==> src/rtl/pipe_pkg.sv <==
// Shared types and helpers for the pipeline hazard controller.
// Scoreboard entries carry a fixed-width rd so the struct needs no parameters.
package pipe_pkg;

  localparam int TRK_RD_W = 8;

  localparam logic [TRK_RD_W-1:0] REG_ZERO = '0;

  typedef struct packed {
    logic                valid;
    logic                wen;
    logic                is_load;
    logic [TRK_RD_W-1:0] rd;
  } trk_entry_t;

  function automatic int fwd_sel_w(input int n_trk);
    return $clog2(n_trk + 1);
  endfunction

endpackage

==> src/rtl/sat_counter.sv <==
// Event counter that sticks at all-ones instead of wrapping.
// Used for the stall and redirect performance counters.
module sat_counter #(
  parameter int CNT_W = 32
) (
  input  logic             clk_i,
  input  logic             reset_i,
  input  logic             en_i,
  output logic [CNT_W-1:0] cnt_o
);

  // count enabled cycles, hold at the top value
  always_ff @(posedge clk_i or negedge reset_i) begin
    if (!reset_i) begin
      cnt_o <= '0;
    end else if (en_i && (cnt_o != {CNT_W{1'b1}})) begin
      cnt_o <= cnt_o + CNT_W'(1);
    end
  end

endmodule

==> src/rtl/pipe_hazard_unit.sv <==
// Hazard, forwarding and redirect control for the in-order pipeline.
// A destination scoreboard feeds forwarding selects and load-use stalls.
module pipe_hazard_unit
  import pipe_pkg::*;
#(
  parameter  int REG_AW     = 5,
  parameter  int N_SRC      = 2,
  parameter  int N_TRK      = 3,
  parameter  int LOAD_AVAIL = 2,
  parameter  int CNT_W      = 32,
  localparam int SELW       = fwd_sel_w(N_TRK)
) (
  input  logic                    clk_i,
  input  logic                    reset_i,
  input  logic                    id_valid_i,
  input  logic [N_SRC*REG_AW-1:0] id_rs_i,
  input  logic [N_SRC-1:0]        id_rs_used_i,
  input  logic [REG_AW-1:0]       id_rd_i,
  input  logic                    id_reg_write_i,
  input  logic                    id_is_load_i,
  input  logic                    redirect_i,
  input  logic                    hold_i,
  output logic                    stall_o,
  output logic                    flush_o,
  output logic [N_SRC*SELW-1:0]   fwd_sel_o,
  output logic [CNT_W-1:0]        stall_cnt_o,
  output logic [CNT_W-1:0]        flush_cnt_o
);

  trk_entry_t          trk [N_TRK];
  logic [N_TRK-1:0]    live;
  logic [TRK_RD_W-1:0] rs;
  logic                hit;
  logic                hazard;
  logic [N_SRC*SELW-1:0] sel;
  logic                issue;

  // an entry can forward only if it really writes a nonzero register
  always_comb begin
    live = '0;
    for (int k = 0; k < N_TRK; k++) begin
      live[k] = trk[k].valid & trk[k].wen & (trk[k].rd != REG_ZERO);
    end
  end

  // youngest-first search per operand; load too young means stall
  always_comb begin
    sel    = '0;
    hazard = 1'b0;
    rs     = REG_ZERO;
    hit    = 1'b0;
    for (int j = 0; j < N_SRC; j++) begin
      rs  = TRK_RD_W'(id_rs_i[j*REG_AW +: REG_AW]);
      hit = 1'b0;
      if (id_rs_used_i[j] && (rs != REG_ZERO)) begin
        for (int k = 0; k < N_TRK; k++) begin
          if (!hit && live[k] && (trk[k].rd == rs)) begin
            hit = 1'b1;
            sel[j*SELW +: SELW] = SELW'(k + 1);
            if (trk[k].is_load && (k < LOAD_AVAIL)) begin
              hazard = 1'b1;
            end
          end
        end
      end
    end
  end

  assign fwd_sel_o = sel;
  assign stall_o   = reset_i & id_valid_i & hazard
                   & ~redirect_i & ~hold_i;
  assign flush_o   = reset_i & redirect_i & ~hold_i;
  assign issue     = id_valid_i & ~stall_o & ~redirect_i;

  // shift the scoreboard unless memory holds the pipe
  always_ff @(posedge clk_i or negedge reset_i) begin
    if (!reset_i) begin
      for (int k = 0; k < N_TRK; k++) begin
        trk[k] <= '0;
      end
    end else if (!hold_i) begin
      for (int k = N_TRK - 1; k > 0; k--) begin
        trk[k] <= trk[k-1];
      end
      if (issue) begin
        trk[0] <= '{valid:   1'b1,
                    wen:     id_reg_write_i,
                    is_load: id_is_load_i,
                    rd:      TRK_RD_W'(id_rd_i)};
      end else begin
        trk[0] <= '0;
      end
    end
  end

  sat_counter #(.CNT_W(CNT_W)) u_stall_cnt (
    .clk_i   (clk_i),
    .reset_i (reset_i),
    .en_i    (stall_o),
    .cnt_o   (stall_cnt_o)
  );

  sat_counter #(.CNT_W(CNT_W)) u_flush_cnt (
    .clk_i   (clk_i),
    .reset_i (reset_i),
    .en_i    (flush_o),
    .cnt_o   (flush_cnt_o)
  );

endmodule

==> config.mk <==
export PLATFORM = sky130hd
export DESIGN_NAME = pipe_hazard_unit
export DESIGN_NICKNAME = d
export VERILOG_FILES = /design/src/rtl/pipe_pkg.sv /design/src/rtl/sat_counter.sv /design/src/rtl/pipe_hazard_unit.sv
export SDC_FILE = /design/constraint.sdc
export NUM_CORES = 1
export LEC_CHECK = 0
export ABC_CLOCK_PERIOD_IN_PS = 3050
export BUFFER_PORTS_ARGS = -buffer_cell sky130_fd_sc_hd__buf_2
export CAP_MARGIN = 40
export CORE_MARGIN = 2
export CORE_UTILIZATION = 45
export DETAILED_ROUTE_END_ITERATION = 16
export GPL_ROUTABILITY_DRIVEN = 0
export PLACE_DENSITY = 0.68
export SLEW_MARGIN = 20
export SYNTH_ARGS = -nofsm -noshare
export SYNTH_HDL_FRONTEND = slang
export SYNTH_SLANG_ARGS = --single-unit
export TNS_END_PERCENT = 100
==> constraint.sdc <==
create_clock -name clk_i -period 3.05 [get_ports clk_i]
set_input_delay 0.305 -clock clk_i [delete_from_list [all_inputs] [get_ports clk_i]]
set_output_delay 0.305 -clock clk_i [all_outputs]
set_load 0.005 [all_outputs]
* Word level (Yosys, flattened, before mapping)
Cells that the tools add are included.
Word-level totals: register bits after elaboration 96, bits of input ports 24, output and inout port bits 70, logic and storage cells 90
Operators by class: add/subtract/negate cells 2, equal/unequal tests 8, muxes and demuxes 27, bitwise gates (word level) 17, reductions and logical operators 23
Operators with widths (count):
- $add 32x1->32 const B | 2
- $ne 32x32->1 const B | 2
- $eq 8x5->1 | 6
- $reduce_bool 8->1 | 3
- $mux 1 | 20
- $and 1x1->1 | 14
- $logic_and 1x1->1 | 14
- $mux 2 | 6
- $mux 11 | 1
- $reduce_bool 5->1 | 2
- $logic_not 1->1 | 4
- $not 1->1 | 3

* Longest topological paths before layout
depth in word-level cells 22, depth in mapped cells 9, mapped depth without buffers 8

* Hierarchy
From an unflattened synthesis, not the netlist that was laid out.
Second synthesis, totals: cell total of the unflattened synthesis 445, area total of the unflattened synthesis 4725.8 µm²
By module, submodules not included:
- sat_counter | times used 2, cells each 151, area an instance 1624.1 µm², seq. area each 800.8 µm²
- pipe_hazard_unit | times used 1, cells each 143, area an instance 1477.7 µm², seq. area each 575.6 µm²

* Least setup slack after synthesis
No wires, ideal clock.
kind reg2reg, start point register trk[23] in the netlist's numbering, end point register u_stall_cnt.cnt_o[1], library setup time 0.125 ns, data arrival time 2.220 ns, required time 2.925 ns, setup slack 0.705 ns, stages on the path, launching flop included 8, path buffers 1, period minus slack after synthesis 2.345 ns, cells stage by stage dfrtp_1 or4_4 o21bai_2 nor4_2 mux2_4 a22oi_4 buf_6 mux2_2
Between the ends: longest elaborated chain between the ends 19, elaborated cells between the ends (all ways) 29, classes of those cells eq/ne (2); mux (13); bitwise (4); reduce/logical (10)
Ends and longest elaborated chain:
- from (decl) | RTL line pipe_hazard_unit.sv:30 | trk_entry_t trk [N_TRK];
- from (signal, indexed assignment) | RTL line pipe_hazard_unit.sv:83 | trk[k] <= trk[k-1];
- $reduce_bool 8->1 | RTL line pipe_hazard_unit.sv:42 | live[k] = trk[k].valid & trk[k].wen & (trk[k].rd != REG_ZERO);
- $and 1x1->1 | RTL line pipe_hazard_unit.sv:42
- $logic_and 1x1->1 | RTL line pipe_hazard_unit.sv:57 | if (!hit && live[k] && (trk[k].rd == rs)) begin
- $mux 1 | RTL line pipe_hazard_unit.sv:57
- $mux 1 | RTL line pipe_hazard_unit.sv:55 | if (id_rs_used_i[j] && (rs != REG_ZERO)) begin
- $logic_not 1->1 | RTL line pipe_hazard_unit.sv:57
- $logic_and 1x1->1 (2 in a row) | RTL line pipe_hazard_unit.sv:57
- $mux 1 | RTL line pipe_hazard_unit.sv:57
- $mux 1 | RTL line pipe_hazard_unit.sv:55
- $mux 1 | RTL line pipe_hazard_unit.sv:60 | if (trk[k].is_load && (k < LOAD_AVAIL)) begin
- $mux 1 | RTL line pipe_hazard_unit.sv:57
- $mux 1 | RTL line pipe_hazard_unit.sv:60
- $mux 1 | RTL line pipe_hazard_unit.sv:57
- $mux 1 * | RTL line pipe_hazard_unit.sv:55
- $and 1x1->1 * | RTL line pipe_hazard_unit.sv:70 | assign stall_o = reset_i & id_valid_i & hazard
- $and 1x1->1 * (2 in a row) | RTL line pipe_hazard_unit.sv:71 | & ~redirect_i & ~hold_i;
- $logic_and 1x1->1 * | RTL line sat_counter.sv:16 | end else if (en_i && (cnt_o != {CNT_W{1'b1}})) begin
- to (signal assigned) | RTL line sat_counter.sv:17 | cnt_o <= cnt_o + CNT_W'(1);
- to (decl) | RTL line sat_counter.sv:9 | output logic [CNT_W-1:0] cnt_o
Mark *: on every way between the ends. The rest lies on a longest branch, timed or not. The select of a mux whose other input is x is not followed. A chain may end at the register's enable or synchronous reset.

* Worst setup path after layout
start point register trk[22] in the netlist's numbering, end point output port stall_o
Between the ends: longest elaborated chain between the ends 18, elaborated cells between the ends (all ways) 28, classes of those cells eq/ne (2); mux (13); bitwise (4); reduce/logical (9)
Ends and longest elaborated chain:
- $reduce_bool 8->1 | RTL line pipe_hazard_unit.sv:42
- $and 1x1->1 | RTL line pipe_hazard_unit.sv:42
- $logic_and 1x1->1 | RTL line pipe_hazard_unit.sv:57
- $mux 1 | RTL line pipe_hazard_unit.sv:57
- $mux 1 | RTL line pipe_hazard_unit.sv:55
- $logic_not 1->1 | RTL line pipe_hazard_unit.sv:57
- $logic_and 1x1->1 (2 in a row) | RTL line pipe_hazard_unit.sv:57
- $mux 1 | RTL line pipe_hazard_unit.sv:57
- $mux 1 | RTL line pipe_hazard_unit.sv:55
- $mux 1 | RTL line pipe_hazard_unit.sv:60
- $mux 1 | RTL line pipe_hazard_unit.sv:57
- $mux 1 | RTL line pipe_hazard_unit.sv:60
- $mux 1 | RTL line pipe_hazard_unit.sv:57
- $mux 1 * | RTL line pipe_hazard_unit.sv:55
- $and 1x1->1 * | RTL line pipe_hazard_unit.sv:70
- $and 1x1->1 * (2 in a row) | RTL line pipe_hazard_unit.sv:71
- to (decl) | RTL line pipe_hazard_unit.sv:23 | output logic stall_o,
Marks and branches as above.

==> flow_summary.toml <==
[outcome]
run_status = "complete, no violations"

[power_and_ir_drop]
power-per-cell-area_nw_per_um2 = 425
power.static_leakage_nw = 2.71
ir_worst_vdd_v = 0.000335
finalPower_mw = 2.28

[clocking]
numClockSinks = 87
cts_inserted_buffers = 9
tritoncts = "built"
ctsHtreeMaxLevel = 3
post_cts_clock_slew_at_the_launch_and_capture_registers_of_the_worst_setup_and_hold_paths_ns = 0.08
cts_max_path_buffers = 2
cts.repair.resized = 0
cts_post_setup_buffers_inserted = 0
clock_insertion_delay_worst_skew_ns = 0.36
clock-root-buffer = "clkbuf_8"

[worst_setup_path]
critPathKind = "flop to primary output"
setup.worst_path.start_class = "flop"
critPathRequiredTime_ns = 2.74
critical_path.endpoint_type = "primary output"
critPathMaxFanout = 6
worst-endpoint-arrival_ns = 2.34

[floorplanning]
io_pins = 94
die_area_um2 = 10900
die_height_um = 104
floorplan.core_area_um2 = 9770
dieWidth_um = 104
initial_cell_density_of_the_core_pct = 46.4
num_rows = 36

[yosys]
ys_seq_elements = 87
synthesis.nets = 448
synth_sequential_area_ratio_pct = 48.1
synth.lib_cells_used.distinct = 51
synth.avg_cell_area_um2 = 10.7
asyncSetResetFlopFracSynth_pct = 100
synth_warn = 0
synth_ff_type = "dfrtp_1"
post_synth_edffs = 0
synth.largest_area_cell = "dfrtp_1"
synthesis.instances = 422
ys_top_cells_by_area = "dfrtp_1, xnor2_1, xor2_1"
synth_top_area_share_pct = 48.1
syn_area_um2 = 4530

[global_routing]
track_usage_pct = 19.8
first_global_vias = 3515
grt_antenna_before_repair = 0
grt_start_max_net_pins = 64
grt_pass1_wl_um = 17500
global_route.overflow_total = 0

[final_layout]
area_delta_synth_final_pct = 18.3
layout_cells_sized_above_1_pct = 28.4
most_common_cell_after_layout_fill_and_taps_aside = "buf_2"
post-route-util_pct = 54.8
nNetsFinal = 549
mostFrequentLayoutCells = "buf_2, dfrtp_1, xnor2_1"
antenna-diode-count = 0

[routing]
routed_wl_um = 10300
drtPass1Iterations = 4
ant_nets = 0
vias_cell = 5.32
initialDrtViolationCount = 171
remaining_drc_errors = 0
num_vias = 3515
wire_per_inst_um = 15.6

[placed_design]
port-buffer-count = 93
detailed_place_hpwl_um = 7580
preCtsSetupSlack_ns = 0.493

[sta]
finalHoldViolCount = 0
slew-limit-headroom_pct = 48.4
fin_crit_sh_pct = 86.7
rsz0062_at_grt = "no"
finalMaxSlewViolations = 0
min_period_ns = 2.64
setup_slack_ns = 0.406
timing.setup.tns_ns = 0
clock.fmax_mhz = 378
report.final.setup_viol = 0
max_slew.worst_pin.slew_ns = 0.766
timing.clock.skew_ns = 0.0110

[min_path]
hold_path_class = "primary input to flop"

[job]
max_cap_viol_count = 0
==> report_power, final <==
| group | switching, mW | internal [mW] | total, mW |
|---|---|---|---|
| registers | 0.0737 | 1.21 | 1.28 |
| logic | 0.134 | 0.129 | 0.263 |
| clock network | 0.413 | 0.321 | 0.734 |
| total | 0.621 | 1.66 | 2.28 |
==> critical path, stage by stage, from the launching register on <==
cell     delay (ns)
dfrtp_1        0.47
xnor2_1        0.24
nand2_1        0.08
nor4_1         0.65
nor2_1         0.13
a21oi_1        0.17
o22ai_1        0.11
buf_2          0.14
==> synthesized netlist by cell type, types with 3 or more instances <==
cell type	n
dfrtp_1	87
xnor2_1	45
xor2_1	42
nand2_1	39
nor2_1	28
nand3_1	23
mux2_2	17
nor3_1	15
nand4_1	14
and3_1	12
nor4_1	10
a22o_1	7
inv_1	5
nor2b_1	5
clkbuf_1	4
nand2b_1	4
nor4b_2	4
or2_2	4
or4_1	4
a21oi_1	3
and4_1	3
nor3b_1	3
nor4_2	3
or3_1	3
==> kinds of logic (layout without fill, tap and decap cells) <==
| family | count (synthesis) | after routing | synth area share, % |
|---|---|---|---|
| buf+inv | 15 | 121 | 1.63 |
| compound gates | 27 | 27 | 5.28 |
| mux | 19 | 19 | 4.78 |
| fa+ha+maj | 2 | 2 | 0.552 |
| simple gates | 185 | 185 | 22.9 |
| xor+xnor | 87 | 87 | 16.8 |
| flops | 87 | 87 | 48.1 |
==> final timing paths <==
kind / start / endpoint / slack [ns] / cells after the start
setup / recovery: trk[22] / stall_o / 0.41 / 7
hold / removal: id_rd_i[1] / trk[23] / 0.16 / 2
setup reg to reg: trk[25] / u_stall_cnt.cnt_o[1] / 0.45 / 6
hold reg to reg: u_stall_cnt.cnt_o[5] / u_stall_cnt.cnt_o[5] / 0.49 / 1
max in group asynchronous: reset_i / u_stall_cnt.cnt_o[6] / 1.97 / 4
min in group asynchronous: reset_i / trk[25] / 0.33 / 2
==> routing by layer <==
layer | share of wire (%) | GRT usage (%) | wire, um | up-vias
met5 | 0 | 0 | 0 | -
met1 | 45 | 25.9 | 4660 | 1703
met2 | 48 | 32.5 | 4960 | 105
li1 | - | - | - | 1692
met4 | 1.4 | 5.89 | 146 | 0
met3 | 5.3 | 5.01 | 549 | 15
==> what timing repair did <==
action / CTS / global route
hold buffers: 1 / 0
endpoints found under the hold margin: 9 / 0
endpoints found under the setup margin: 0 / 0
==> per-stage QoR <==
| step | instances | hold slack (ns) | area, um2 |
|---|---|---|---|
| after CTS | 660 | 0.147 | 5330 |
| after global placement | 643 | 0.169 | 5150 |
| after detailed placement | 643 | 0.170 | 5150 |
| final | 661 | 0.163 | 5360 |
| after global routing | 661 | 0.152 | 5360 |
| after floorplan | 422 | 0.00941 | 4530 |
==> area by class of cell <==
cell class                      instances  area (um2)
Fill cell                             894        4420
Multi-Input combinational cell        320        2280
Sequential cell                        87        2180
Timing Repair Buffer                  100         543
Tap cell                              133         166
Clock buffer                           12         145
Clock inverter                          4        28.8
Inverter                                5        18.8
==> sequential cells by signal, summed over array words and instances (netlist names) <==
register,cells
u_stall_cnt.cnt_o,32
trk,23
u_flush_cnt.cnt_o,32
Power figures use the tool's default switching activity.
